$ cat config.mk
export PLATFORM = sky130hd
export DESIGN_NAME = instr_fetch_ctrl
export DESIGN_NICKNAME = d
export VERILOG_FILES = /design/src/rtl/instr_fetch_ctrl.sv
export SDC_FILE = /design/constraint.sdc
export NUM_CORES = 1
export LEC_CHECK = 0
export CAP_MARGIN = 20
export CORE_MARGIN = 2
export CORE_UTILIZATION = 40
export DETAILED_ROUTE_END_ITERATION = 10
export GPL_TIMING_DRIVEN = 0
export PLACE_DENSITY = 0.77
export SLEW_MARGIN = 30
export SYNTH_ARGS = -nofsm -noshare
export SYNTH_HDL_FRONTEND = slang
export SYNTH_SLANG_ARGS = --single-unit
$ cat constraint.sdc
create_clock -name i_clock -period 1.8 [get_ports i_clock]
set_clock_uncertainty 0.05 [all_clocks]
set_input_delay 0.27 -clock i_clock [delete_from_list [all_inputs] [get_ports i_clock]]
set_output_delay 0.27 -clock i_clock [all_outputs]
set_load 0.02 [all_outputs]
$ cat src/rtl/instr_fetch_ctrl.sv
// Instruction fetch sequencer: owns the fetch PC, registers the zero-latency ROM word into a one-entry
// output stage toward decode, handles branch redirects and HALT. Optional macro FETCH_COUNT_EN adds o_fetch_count.
module instr_fetch_ctrl #(
  parameter int                      NB_INSTRUCTION = 16,
  parameter int                      NB_ADDR        = 10,
  parameter int                      NB_OPCODE      = 5,
  parameter logic [NB_OPCODE-1:0]    HALT_OPCODE    = 5'b00000,
  parameter logic [NB_ADDR-1:0]      START_ADDR     = '0
) (
  input  logic                       i_clock,
  input  logic                       i_reset,
  input  logic                       i_start,
  output logic [NB_ADDR-1:0]         o_rom_addr,
  input  logic [NB_INSTRUCTION-1:0]  i_rom_data,
  output logic [NB_INSTRUCTION-1:0]  o_instr,
  output logic [NB_ADDR-1:0]         o_pc,
  output logic                       o_instr_valid,
  input  logic                       i_instr_ready,
  input  logic                       i_branch_valid,
  input  logic [NB_ADDR-1:0]         i_branch_addr,
  output logic                       o_busy,
  output logic                       o_halted,
`ifdef FETCH_COUNT_EN
  output logic [15:0]                o_fetch_count,
`endif
  output logic [1:0]                 o_state
);

  // Handshake: a word moves to decode on a rising edge where o_instr_valid && i_instr_ready;
  // o_instr/o_pc must not change while valid is high and ready is low.

  typedef enum logic [1:0] {
    IDLE  = 2'd0,
    RUN   = 2'd1,
    DRAIN = 2'd2,
    HALT  = 2'd3
  } state_t;

  state_t                      state_q, state_d;
  logic [NB_ADDR-1:0]          fetch_pc_q;
  logic [NB_INSTRUCTION-1:0]   instr_q;
  logic [NB_ADDR-1:0]          pc_q;
  logic                        valid_q;

  logic accept;
  logic halt_op;
  logic load;
  logic restart;
  logic branch_take;
  logic drop;

  assign accept  = valid_q && i_instr_ready;
  assign halt_op = (i_rom_data[NB_INSTRUCTION-1 -: NB_OPCODE] == HALT_OPCODE);

  // State register
  always_ff @(posedge i_clock or posedge i_reset) begin
    if (i_reset) state_q <= IDLE;
    else         state_q <= state_d;
  end

  // Next-state and datapath strobes; branch outranks load, accept and HALT detect
  always_comb begin
    state_d     = state_q;
    load        = 1'b0;
    restart     = 1'b0;
    branch_take = 1'b0;
    drop        = 1'b0;
    case (state_q)
      IDLE: begin
        if (i_start) begin
          restart = 1'b1;
          state_d = RUN;
        end
      end
      RUN: begin
        if (i_branch_valid) begin
          branch_take = 1'b1;
        end else if (!valid_q || accept) begin
          load = 1'b1;
          if (halt_op) state_d = DRAIN;
        end
      end
      DRAIN: begin
        if (i_branch_valid) begin
          branch_take = 1'b1;
          state_d     = RUN;
        end else if (accept) begin
          drop    = 1'b1;
          state_d = HALT;
        end
      end
      HALT: begin
        if (i_start) begin
          restart = 1'b1;
          state_d = RUN;
        end
      end
      default: state_d = IDLE;
    endcase
  end

  // Output decode from state
  always_comb begin
    o_busy   = (state_q == RUN) || (state_q == DRAIN);
    o_halted = (state_q == HALT);
    o_state  = state_q;
  end

  // Fetch PC is held on a HALT load so o_rom_addr stays on the HALT word
  always_ff @(posedge i_clock or posedge i_reset) begin
    if (i_reset) begin
      fetch_pc_q <= START_ADDR;
    end else if (restart) begin
      fetch_pc_q <= START_ADDR;
    end else if (branch_take) begin
      fetch_pc_q <= i_branch_addr;
    end else if (load && !halt_op) begin
      fetch_pc_q <= fetch_pc_q + NB_ADDR'(1);
    end
  end

  always_ff @(posedge i_clock or posedge i_reset) begin
    if (i_reset) begin
      instr_q <= '0;
      pc_q    <= '0;
      valid_q <= 1'b0;
    end else begin
      if (load) begin
        instr_q <= i_rom_data;
        pc_q    <= fetch_pc_q;
      end
      if (branch_take || drop) valid_q <= 1'b0;
      else if (load)           valid_q <= 1'b1;
    end
  end

  assign o_rom_addr    = fetch_pc_q;
  assign o_instr       = instr_q;
  assign o_pc          = pc_q;
  assign o_instr_valid = valid_q;

`ifdef FETCH_COUNT_EN
  logic [15:0] fetch_count_q;

  // A word flushed by a branch is not delivered, so it is not counted
  always_ff @(posedge i_clock or posedge i_reset) begin
    if (i_reset) begin
      fetch_count_q <= '0;
    end else if (restart) begin
      fetch_count_q <= '0;
    end else if (accept && !branch_take && (fetch_count_q != 16'hFFFF)) begin
      fetch_count_q <= fetch_count_q + 16'd1;
    end
  end

  assign o_fetch_count = fetch_count_q;
`endif

endmodule

==> run_results.csv, run 1 <==
group,metric,value,unit
status,run_status,"finished, final reports clean",
grt,grt.met3_usage,0.04972,
place,dp_slack,-0.3355,ns
die,floorplan.core_area,0.004661,sq mm
grt,grt_remaining_overflow,0,
synthesis,synthesis.area_per_instance,8.816,sq um
die,chipHeight,73.16,um
critical_path,cp-end-kind,"register",
synthesis,post-synth-top-count-cell,"sky130_fd_sc_hd__nand2_1",
grt,global_route_wire_length_before_repair,8.390,mm
cells_and_area,post_route_cells_drive_above_1_share,0.1395,
detailed_routing,wire_per_inst,14.59,um
synthesis,ys_ff_latch,39,
synthesis,synth.area.top_cells,"sky130_fd_sc_hd__dfrtp_1 (51%), sky130_fd_sc_hd__nand2_1 (18%), sky130_fd_sc_hd__ha_1 (3.3%), sky130_fd_sc_hd__mux2i_1 (1.6%), sky130_fd_sc_hd__nand3_1 (1.6%)",
timing,timing.fmax,566.6,MHz
job,cap_viol_max_count,0,
detailed_routing,antenna_violating_nets_post_route,0,
synthesis,synth_commonest_cells,"sky130_fd_sc_hd__nand2_1 (93), sky130_fd_sc_hd__dfrtp_1 (39), sky130_fd_sc_hd__nand3_1 (6)",
die,floorplan.initialDensity,0.4105,
timing,final.min_clock_period,1.765,ns
cts,clock_tree_root,"sky130_fd_sc_hd__clkbuf_8",
synthesis,synth_fp_nets,253,
detailed_routing,drc_errors,0,
critical_path,critPathArrivalTime,1.88,ns
grt,number_of_global_route_vias_before_repair,1746,
timing,slew_headroom,0.7278,
grt,grt.total_usage,0.2062,
grt,global_route.usage.met2,0.3293,
place,place_hpwl,3.629,mm
timing,postLayoutSetupSlackWorst,0.03502,ns
detailed_routing,dr_total_vias,1870,
cells_and_area,antenna_cells,0,
cts,clock_tree_from_tritoncts,"built",
cts,htreeDepth,2,
cts,tritoncts_buffer_count,5,
cells_and_area,design.final.nets,336,
critical_path,start_kind,"input port",
synthesis,synth_top_cell_by_area,"sky130_fd_sc_hd__dfrtp_1",
power,vdd_drop_max,0.8445,mV
synthesis,yosys_warnings,0,
synthesis,synth-edff-count,0,
die,dieWidth,73.16,um
timing,tightest_slew,0.4077,ns
synthesis,synthesis.instances,217,
grt,globalRoute.busiestLayer,"met2",
critical_path,worstPathMaxFanout,5,
timing,rsz0062_at_grt,"true",
timing,whs,0.1652,ns
cts,clkSinkCount,39,
die,floorplan.rows,25,
min_path,hold_path.class,"in2reg",
power,power_per_cell_area,1779,mW/mm^2
synthesis,combined_area_of_all_synthesized_cells,0.001913,sq mm
critical_path,path_class,"in2reg",
detailed_routing,total_wire_length,5.180,mm
cts,clk_pin_slew,0.08,ns
synthesis,proportion_of_synthesized_flip_flops_having_asynchronous_set_or_reset,1.000,
detailed_routing,first_pass_iters,4,
timing,hold_violations,0,
synthesis,synth_seq_area_share,0.5101,
synthesis,ys_dominant_reg_cell,"sky130_fd_sc_hd__dfrtp_1",
grt,largest_net_degree_at_the_start_of_global_routing,24,
place,gp_congestion,0.8854,
place,portBuffers,71,
timing,finalSetupViolCount,0,
synthesis,ys_types,41,
cts,cts_buffer_depth,2,
die,io_pins,72,
die,die_area,0.005352,sq mm
synthesis,synthDominantCellAreaShare,0.5101,
critical_path,worstPathRequired,1.92,ns
power,p_leak,1.386,nW
grt,antenna_found_initial,0,
grt,globalRouteMet1Util,0.2758,
cts,clock_insertion_delay_worst_skew,0.29,ns
detailed_routing,detail_route.iter0.violations,151,
detailed_routing,route.detailed.vias_per_inst,5.268,
cts,cts-hold-fix-buffers,0,
timing,final_min_period_over_clock_period,0.9805,
timing,timing_max_transition_violations_final,0,
cells_and_area,area_overhead_of_the_layout_relative_to_synthesis,55.85,%
[state kept, by name, indices dropped and copies added (netlist names)]
signal	cells
o_instr	16
o_instr_valid	1
o_pc	10
o_rom_addr	10
o_state	2
[area by class of cell]
type                            count  area, sq um
Sequential cell                    39        978.4
Clock buffer                        6        82.58
Inverter                            4        17.52
Timing Repair Buffer               76        784.5
Fill cell                         405         1679
Clock inverter                      2        35.03
Buffer                             10        72.57
Tap cell                           54        67.56
Multi-Input combinational cell    164        943.4
[metal layers]
layer | vias to the layer above | wire length (um)
met1 | 894 | 2266
met5 | - | 0
met2 | 62 | 2544
li1 | 909 | -
met4 | 0 | 60
met3 | 5 | 308
[worst max-delay path: stages]
cell	delay (ns)
sky130_fd_sc_hd__clkdlybuf4s50_1	0.43
sky130_fd_sc_hd__or4_4	0.47
sky130_fd_sc_hd__or2_4	0.32
sky130_fd_sc_hd__a311oi_4	0.33
sky130_fd_sc_hd__a211oi_2	0.06
[final timing paths]
kind	from	end	slack, ns	cells after the start
worst max-delay path	i_rom_data[12]	o_rom_addr[3]	0.04	5
worst min-delay path	i_rom_data[13]	o_instr[13]	0.17	3
worst max register to register	o_state[1]	o_rom_addr[4]	0.07	6
worst min register to register	o_instr[5]	o_instr[5]	0.43	2
max in group asynchronous	i_reset	o_instr_valid	1.02	3
min in group asynchronous	i_reset	o_instr[5]	0.24	2
[timing repair]
action,CTS,global route
endpoints found under the setup margin,28,34
gates resized for setup,19,18
setup buffers,2,2
pin swaps,0,4
[stage by stage]
step | std cells | instance area (sq um) | power (W) | utilization | TNS, ns
after global routing | 355 | 2982 | 0.005660 | 0.6397 | -0.02688
after detailed placement | 343 | 2723 | 0.004282 | 0.5842 | -9.798
after CTS | 353 | 2913 | 0.005207 | 0.6250 | -0.05005
after global placement | 342 | 2695 | 0.004216 | 0.5783 | -20.73
after floorplan | 217 | 1917 | 0.003063 | - | 0
final | 355 | 2982 | 0.005303 | 0.6397 | 0
[cell families after synthesis]
group / after synthesis / synth area share
adder cells (fa/ha/maj): 5 / 0.03270
multiplexers: 3 / 0.01570
AO/OA/AOI/OAI: 29 / 0.1190
flip-flops: 39 / 0.5101
AND/OR/NAND/NOR: 127 / 0.2897
buffers and inverters: 14 / 0.03270
[layout by cell type, fill, tap and decap left out, types with 2 or more instances in the layout]
| cell | n |
|---|---|
| sky130_fd_sc_hd__mux2i_1 | 2 |
| sky130_fd_sc_hd__clkbuf_4 | 5 |
| sky130_fd_sc_hd__buf_4 | 8 |
| sky130_fd_sc_hd__nor2_1 | 2 |
| sky130_fd_sc_hd__o211ai_1 | 4 |
| sky130_fd_sc_hd__inv_2 | 2 |
| sky130_fd_sc_hd__a21oi_1 | 2 |
| sky130_fd_sc_hd__nand3_1 | 6 |
| sky130_fd_sc_hd__nand4_1 | 3 |
| sky130_fd_sc_hd__clkdlybuf4s50_1 | 64 |
| sky130_fd_sc_hd__nand2b_1 | 3 |
| sky130_fd_sc_hd__ha_4 | 2 |
| sky130_fd_sc_hd__nor4_1 | 2 |
| sky130_fd_sc_hd__clkbuf_8 | 6 |
| sky130_fd_sc_hd__nor3_1 | 4 |
| sky130_fd_sc_hd__o311ai_1 | 2 |
| sky130_fd_sc_hd__dfrtp_2 | 2 |
| sky130_fd_sc_hd__o22ai_1 | 2 |
| sky130_fd_sc_hd__nor2b_1 | 2 |
| sky130_fd_sc_hd__nand2_1 | 93 |
| sky130_fd_sc_hd__ha_1 | 3 |
| sky130_fd_sc_hd__o21ai_1 | 3 |
| sky130_fd_sc_hd__dlymetal6s2s_1 | 6 |
| sky130_fd_sc_hd__dfrtp_1 | 37 |
| sky130_fd_sc_hd__o21ai_0 | 5 |
[where the power goes]
group / switching [W] / total [W] / internal, W
Combinational: 0.00154 / 0.00293 / 0.00139
Clock: 0.000306 / 0.000754 / 0.000448
Sequential: 0.000346 / 0.00162 / 0.00127
No activity file was read; power rests on OpenSTA's default activity.
==> inputs of run 2 (changes only) <==
- CORE_ASPECT_RATIO: unset -> 0.6
==> run_results.csv, run 2 (synthesis results as in run 1) <==
group,metric,value,unit
min_path,hold_path.class,"in2reg",
timing,postLayoutSetupSlackWorst,0.05107,ns
cells_and_area,multiInputGateArea,948.4,sq um
critical_path,cp-end-kind,"register",
status,run_status,"finished, final reports clean",
cts,tritoncts_buffer_count,5,
critical_path,start_kind,"register",
cells_and_area,filler_cells_inserted,390,
power,switching_share,0.4195,
cts,htreeDepth,2,
detailed_routing,total_wire_length,5.366,mm
power,share_clk_of_total_power,0.134,
critical_path,critPathArrivalTime,1.86,ns
timing,timing_max_transition_violations_final,0,
timing,finalSetupViolCount,0,
place,gp_congestion,0.9007,
job,cap_viol_max_count,0,
critical_path,critical-path-top-delay-family,"flip-flops",
cells_and_area,design.final.nets,334,
grt,grt_remaining_overflow,0,
detailed_routing,wire_per_inst,14.86,um
cts,cts_buffer_depth,2,
critical_path,buffering_stage_count_on_the_worst_path_with_inverters_included,3,
timing,final_min_period_over_clock_period,0.9716,
timing,hold_violations,0,
power,power_per_cell_area,1761,mW/mm^2
die,floorplan.rows,19,
cells_and_area,register_area,980.9,sq um
cells_and_area,antenna_cells,0,
die,floorplan.initialDensity,0.4170,
detailed_routing,route.detailed.vias_per_inst,5.166,
cts,clock_tree_from_tritoncts,"built",
timing,final.min_clock_period,1.749,ns
critical_path,worstPathRequired,1.91,ns
cells_and_area,area_overhead_of_the_layout_relative_to_synthesis,54.87,%
critical_path,crit_path_max_incr_delay,0.46,ns
timing,timing.fmax,571.8,MHz
power,vdd_drop_max,1.315,mV
die,io_pins,72,
die,dieWidth,93.28,um
place,dp_slack,-0.3865,ns
place,portBuffers,71,
cts,clock_insertion_delay_worst_skew,0.28,ns
detailed_routing,first_pass_iters,4,
critical_path,critical_path.cell_chain,"inv_2, ha_4, mux2i_1, buf_4, buf_4, a32oi_2, o211ai_1",
cts,clk_pin_slew,0.08,ns
die,floorplan.core_area,0.004588,sq mm
cells_and_area,post_route_cells_drive_above_1_share,0.1409,
grt,grt.total_usage,0.2064,
cells_and_area,largest_reg_flops,16,
power,net_sw_power,0.002189,W
power,power.share.sequential,0.316,
detailed_routing,drc_errors,0,
grt,number_of_global_route_vias_before_repair,1757,
detailed_routing,detail_route.iter0.violations,137,
die,chipHeight,57.57,um
grt,largest_net_degree_at_the_start_of_global_routing,28,
timing,tightest_slew,0.4274,ns
critical_path,worst_path_most_repeated_cell,"sky130_fd_sc_hd__buf_4",
cells_and_area,mostFrequentLayoutCells,"sky130_fd_sc_hd__nand2_1 (92), sky130_fd_sc_hd__clkdlybuf4s50_1 (63), sky130_fd_sc_hd__dfrtp_1 (35)",
grt,antenna_found_initial,0,
power,p_int,0.003029,W
timing,slew_headroom,0.7151,
die,die_area,0.005370,sq mm
detailed_routing,antenna_violating_nets_post_route,0,
cells_and_area,most_common_cell_after_layout_fill_and_taps_aside,"sky130_fd_sc_hd__nand2_1",
critical_path,worstPathMaxFanout,8,
cts,clock_tree_root,"sky130_fd_sc_hd__clkbuf_8",
power,part_of_the_total_power_dissipated_in_combinational_logic,0.550,
detailed_routing,dr_total_vias,1865,
place,place_hpwl,3.917,mm
critical_path,crit_path_top_delay_cell,"sky130_fd_sc_hd__dfrtp_2",
timing,whs,0.1799,ns
power,p_leak,1.366,nW
grt,global_route_wire_length_before_repair,8.707,mm
critical_path,path_class,"reg2reg",
cts,clkSinkCount,39,
-- run 2: power by group through the flow --
stage	Combinational, W	Sequential (W)	Clock, W
6_report	0.00287	0.00165	0.000700
5_1_grt	0.00311	0.00170	0.000765
4_1_cts	0.00274	0.00162	0.000718
3_5_place_dp	0.00267	0.00163	0
3_3_place_gp	0.00262	0.00161	0
2_1_floorplan	0.00103	0.00203	0
-- run 2: worst reg2reg max path: stages, from the launching register on --
cell,delay [ns]
sky130_fd_sc_hd__dfrtp_2,0.46
sky130_fd_sc_hd__inv_2,0.11
sky130_fd_sc_hd__ha_4,0.23
sky130_fd_sc_hd__mux2i_1,0.14
sky130_fd_sc_hd__buf_4,0.18
sky130_fd_sc_hd__buf_4,0.16
sky130_fd_sc_hd__a32oi_2,0.20
sky130_fd_sc_hd__o211ai_1,0.11
-- run 2: final timing paths --
kind | from | endpoint | slack [ns] | depth (start not counted)
setup reg to reg | o_state[0] | o_rom_addr[6] | 0.05 | 7
setup / recovery | o_state[0] | o_rom_addr[6] | 0.05 | 7
min in group asynchronous | i_reset | o_instr[1] | 0.21 | 2
max in group asynchronous | i_reset | o_state[0] | 1.04 | 3
hold reg to reg | o_instr[6] | o_instr[6] | 0.42 | 2
hold / removal | i_rom_data[14] | o_instr[14] | 0.18 | 3
-- run 2: layout make-up --
class	count	area share
Buffer	10	0.02449
Clock inverter	1	0.01014
Clock buffer	6	0.02449
Multi-Input combinational cell	164	0.3201
Timing Repair Buffer	74	0.2580
Inverter	4	0.005068
Sequential cell	39	0.3311
Tap cell	63	0.02660
-- run 2: metal layers --
layer	global-route usage	share of wire
met1	0.3161	0.49
met2	0.2960	0.42
met3	0.06209	0.087
met4	0.02731	0.0028
met5	0	0
-- run 2: timing repair --
action	CTS	global route
hold buffers	0	0
endpoints found under the setup margin	30	36
pin swaps	0	3
buffers inserted	1	1
resized for setup	13	30
-- run 2: stage by stage --
stage	instances	setup TNS, ns	instance area [sq um]	util	total power (W)
after floorplan	217	0	1917	-	0.003063
after global placement	351	-21.35	2706	0.5899	0.004227
after detailed placement	352	-10.89	2726	0.5942	0.004299
after CTS	360	-0.1211	2863	0.6239	0.005072
after global routing	361	-0.01510	2963	0.6458	0.005575
final	361	0	2963	0.6458	0.005218
==> inputs of run 3 (changes only) <==
- PLACE_DENSITY: 0.77 -> unset
- PLACE_DENSITY_LB_ADDON: unset -> 0.05
==> run_results.csv, run 3 (synthesis results as in run 1) <==
group,metric,value,unit
cts,clock_tree_root,"sky130_fd_sc_hd__clkbuf_8",
critical_path,path_class,"reg2out",
grt,grt.total_usage,0.2033,
timing,final_min_period_over_clock_period,0.9739,
critical_path,critical_path.cell_chain,"clkdlybuf4s50_1",
die,dieWidth,93.28,um
cells_and_area,antenna_cells,0,
detailed_routing,detailroute.wirelength.met2,2.268,mm
cells_and_area,register_area,982.2,sq um
die,floorplan.initialDensity,0.4170,
timing,hold_violations,0,
detailed_routing,antenna_violating_nets_post_route,0,
power,vdd_drop_max,0.8241,mV
detailed_routing,met1Wirelength,2.605,mm
cells_and_area,design.final.nets,337,
cells_and_area,largest_reg_flops,16,
cts,cts-hold-fix-buffers,0,
die,chipHeight,57.57,um
power,power_per_cell_area,1792,mW/mm^2
cts,clock_tree_from_tritoncts,"built",
grt,global_route_wire_length_before_repair,8.424,mm
place,portBuffers,71,
detailed_routing,wire_per_inst,14.68,um
critical_path,crit_path_max_incr_delay,0.67,ns
cells_and_area,layout.cell_area.non_filler,0.003022,sq mm
grt,antenna_found_initial,0,
place,gp_congestion,0.8124,
timing,rsz0062_at_grt,"true",
critical_path,crit-reg2reg-launch,"o_state[1]",
detailed_routing,detail_route.iter0.violations,100,
cells_and_area,post-route-util,0.6586,
detailed_routing,first_pass_iters,4,
detailed_routing,drc_errors,0,
die,die_area,0.005370,sq mm
critical_path,start_kind,"register",
critical_path,critPathArrivalTime,1.43,ns
die,floorplan.rows,19,
place,placed_area,0.002726,sq mm
detailed_routing,dr_total_vias,1856,
detailed_routing,route.met3.wl,486,um
die,io_pins,72,
cells_and_area,filler_cells_inserted,381,
critical_path,crit_path_top_delay_cell,"sky130_fd_sc_hd__clkdlybuf4s50_1",
die,floorplan.core_area,0.004588,sq mm
cells_and_area,post_route_cells_drive_above_1_share,0.1556,
job,cap_viol_max_count,0,
timing,finalSetupViolCount,0,
timing,postLayoutSetupSlackWorst,0.04699,ns
cts,htreeDepth,2,
power,p_leak,1.379,nW
grt,largest_net_degree_at_the_start_of_global_routing,29,
place,dp_slack,-0.3571,ns
cells_and_area,multiInputGateArea,962.2,sq um
cts,tritoncts_buffer_count,5,
grt,grt_remaining_overflow,0,
cells_and_area,most_common_cell_after_layout_fill_and_taps_aside,"sky130_fd_sc_hd__nand2_1",
timing,final.min_clock_period,1.753,ns
timing,timing.fmax,570.4,MHz
status,run_status,"finished, final reports clean",
timing,slew_headroom,0.7140,
cells_and_area,area_overhead_of_the_layout_relative_to_synthesis,57.95,%
min_path,hold_path.class,"in2async",
cts,clock_insertion_delay_worst_skew,0.28,ns
timing,whs,0.1787,ns
critical_path,critical-path-top-delay-family,"buffers and inverters",
critical_path,worstPathRequired,1.48,ns
cts,cts_buffer_depth,2,
detailed_routing,total_wire_length,5.360,mm
place,place_hpwl,3.813,mm
detailed_routing,topRoutingLayerUsed,"met3",
critical_path,worstPathMaxFanout,7,
critical_path,cp-end-kind,"primary output",
critical_path,crit_start,"o_rom_addr[6]",
cts,clk_pin_slew,0.08,ns
cts,clkSinkCount,39,
cells_and_area,mostFrequentLayoutCells,"sky130_fd_sc_hd__nand2_1 (92), sky130_fd_sc_hd__clkdlybuf4s50_1 (65), sky130_fd_sc_hd__dfrtp_1 (34)",
critical_path,buffering_stage_count_on_the_worst_path_with_inverters_included,1,
timing,tightest_slew,0.4283,ns
grt,number_of_global_route_vias_before_repair,1718,
detailed_routing,route.detailed.vias_per_inst,5.085,
timing,timing_max_transition_violations_final,0,
==> run 3: cell count changes in the layout (fill, tap and decap cells not counted), moves of 2 or more <==
cell / previous run / this run
sky130_fd_sc_hd__dlymetal6s2s_1: 7 / 5
sky130_fd_sc_hd__buf_2: 1 / 3
sky130_fd_sc_hd__clkbuf_2: 0 / 2
sky130_fd_sc_hd__clkdlybuf4s50_1: 63 / 65
==> run 3: path summary, 6_finish.rpt <==
check | end | slack [ns] | cells after the start
min in group i_clock | o_instr[13] | 0.20 | 3
max in group asynchronous | o_rom_addr[4] | 1.08 | 3
min reg2reg | o_pc[0] | 0.43 | 2
max reg2reg | o_rom_addr[4] | 0.05 | 6
min | o_instr[6] | 0.18 | 2
max | o_rom_addr[6] | 0.05 | 1
==> run 3: layout make-up <==
type | instances | area share
Buffer | 10 | 0.02484
Tap cell | 63 | 0.02609
Timing Repair Buffer | 77 | 0.2567
Inverter | 4 | 0.004969
Clock buffer | 6 | 0.02402
Multi-Input combinational cell | 164 | 0.3184
Clock inverter | 2 | 0.01988
Sequential cell | 39 | 0.3251
==> run 3: per-stage QoR <==
step,setup TNS (ns),cells,total power (W)
final,0,365,0.005416
after global routing,-0.01053,365,0.005750
after CTS,-0.03807,362,0.005278
after detailed placement,-10.32,352,0.004290
after global placement,-21.49,351,0.004256
after floorplan,0,217,0.003063
==> run 3: timing repair <==
item | in CTS | in global routing
cloned | 0 | 0
pin swaps | 0 | 9
setup buffers | 2 | 3
setup endpoints to repair | 30 | 34
gates resized for setup | 19 | 25
==> run 3: power breakdown <==
| part | internal [W] | total, W | switching (W) | leakage, nW |
|---|---|---|---|---|
| combinational | 0.00138 | 0.00293 | 0.00155 | 0.822 |
| clock | 0.000554 | 0.000865 | 0.000310 | 0.0654 |
| sequential | 0.00128 | 0.00162 | 0.000346 | 0.491 |
| total | 0.00321 | 0.00542 | 0.00221 | 1.38 |
==> run 3: routing by layer <==
| layer | up-vias | track usage |
|---|---|---|
| met4 | 0 | 0.03361 |
| met3 | 0 | 0.06737 |
| met1 | 876 | 0.3081 |
| met5 | - | 0 |
| li1 | 903 | - |
| met2 | 77 | 0.2878 |
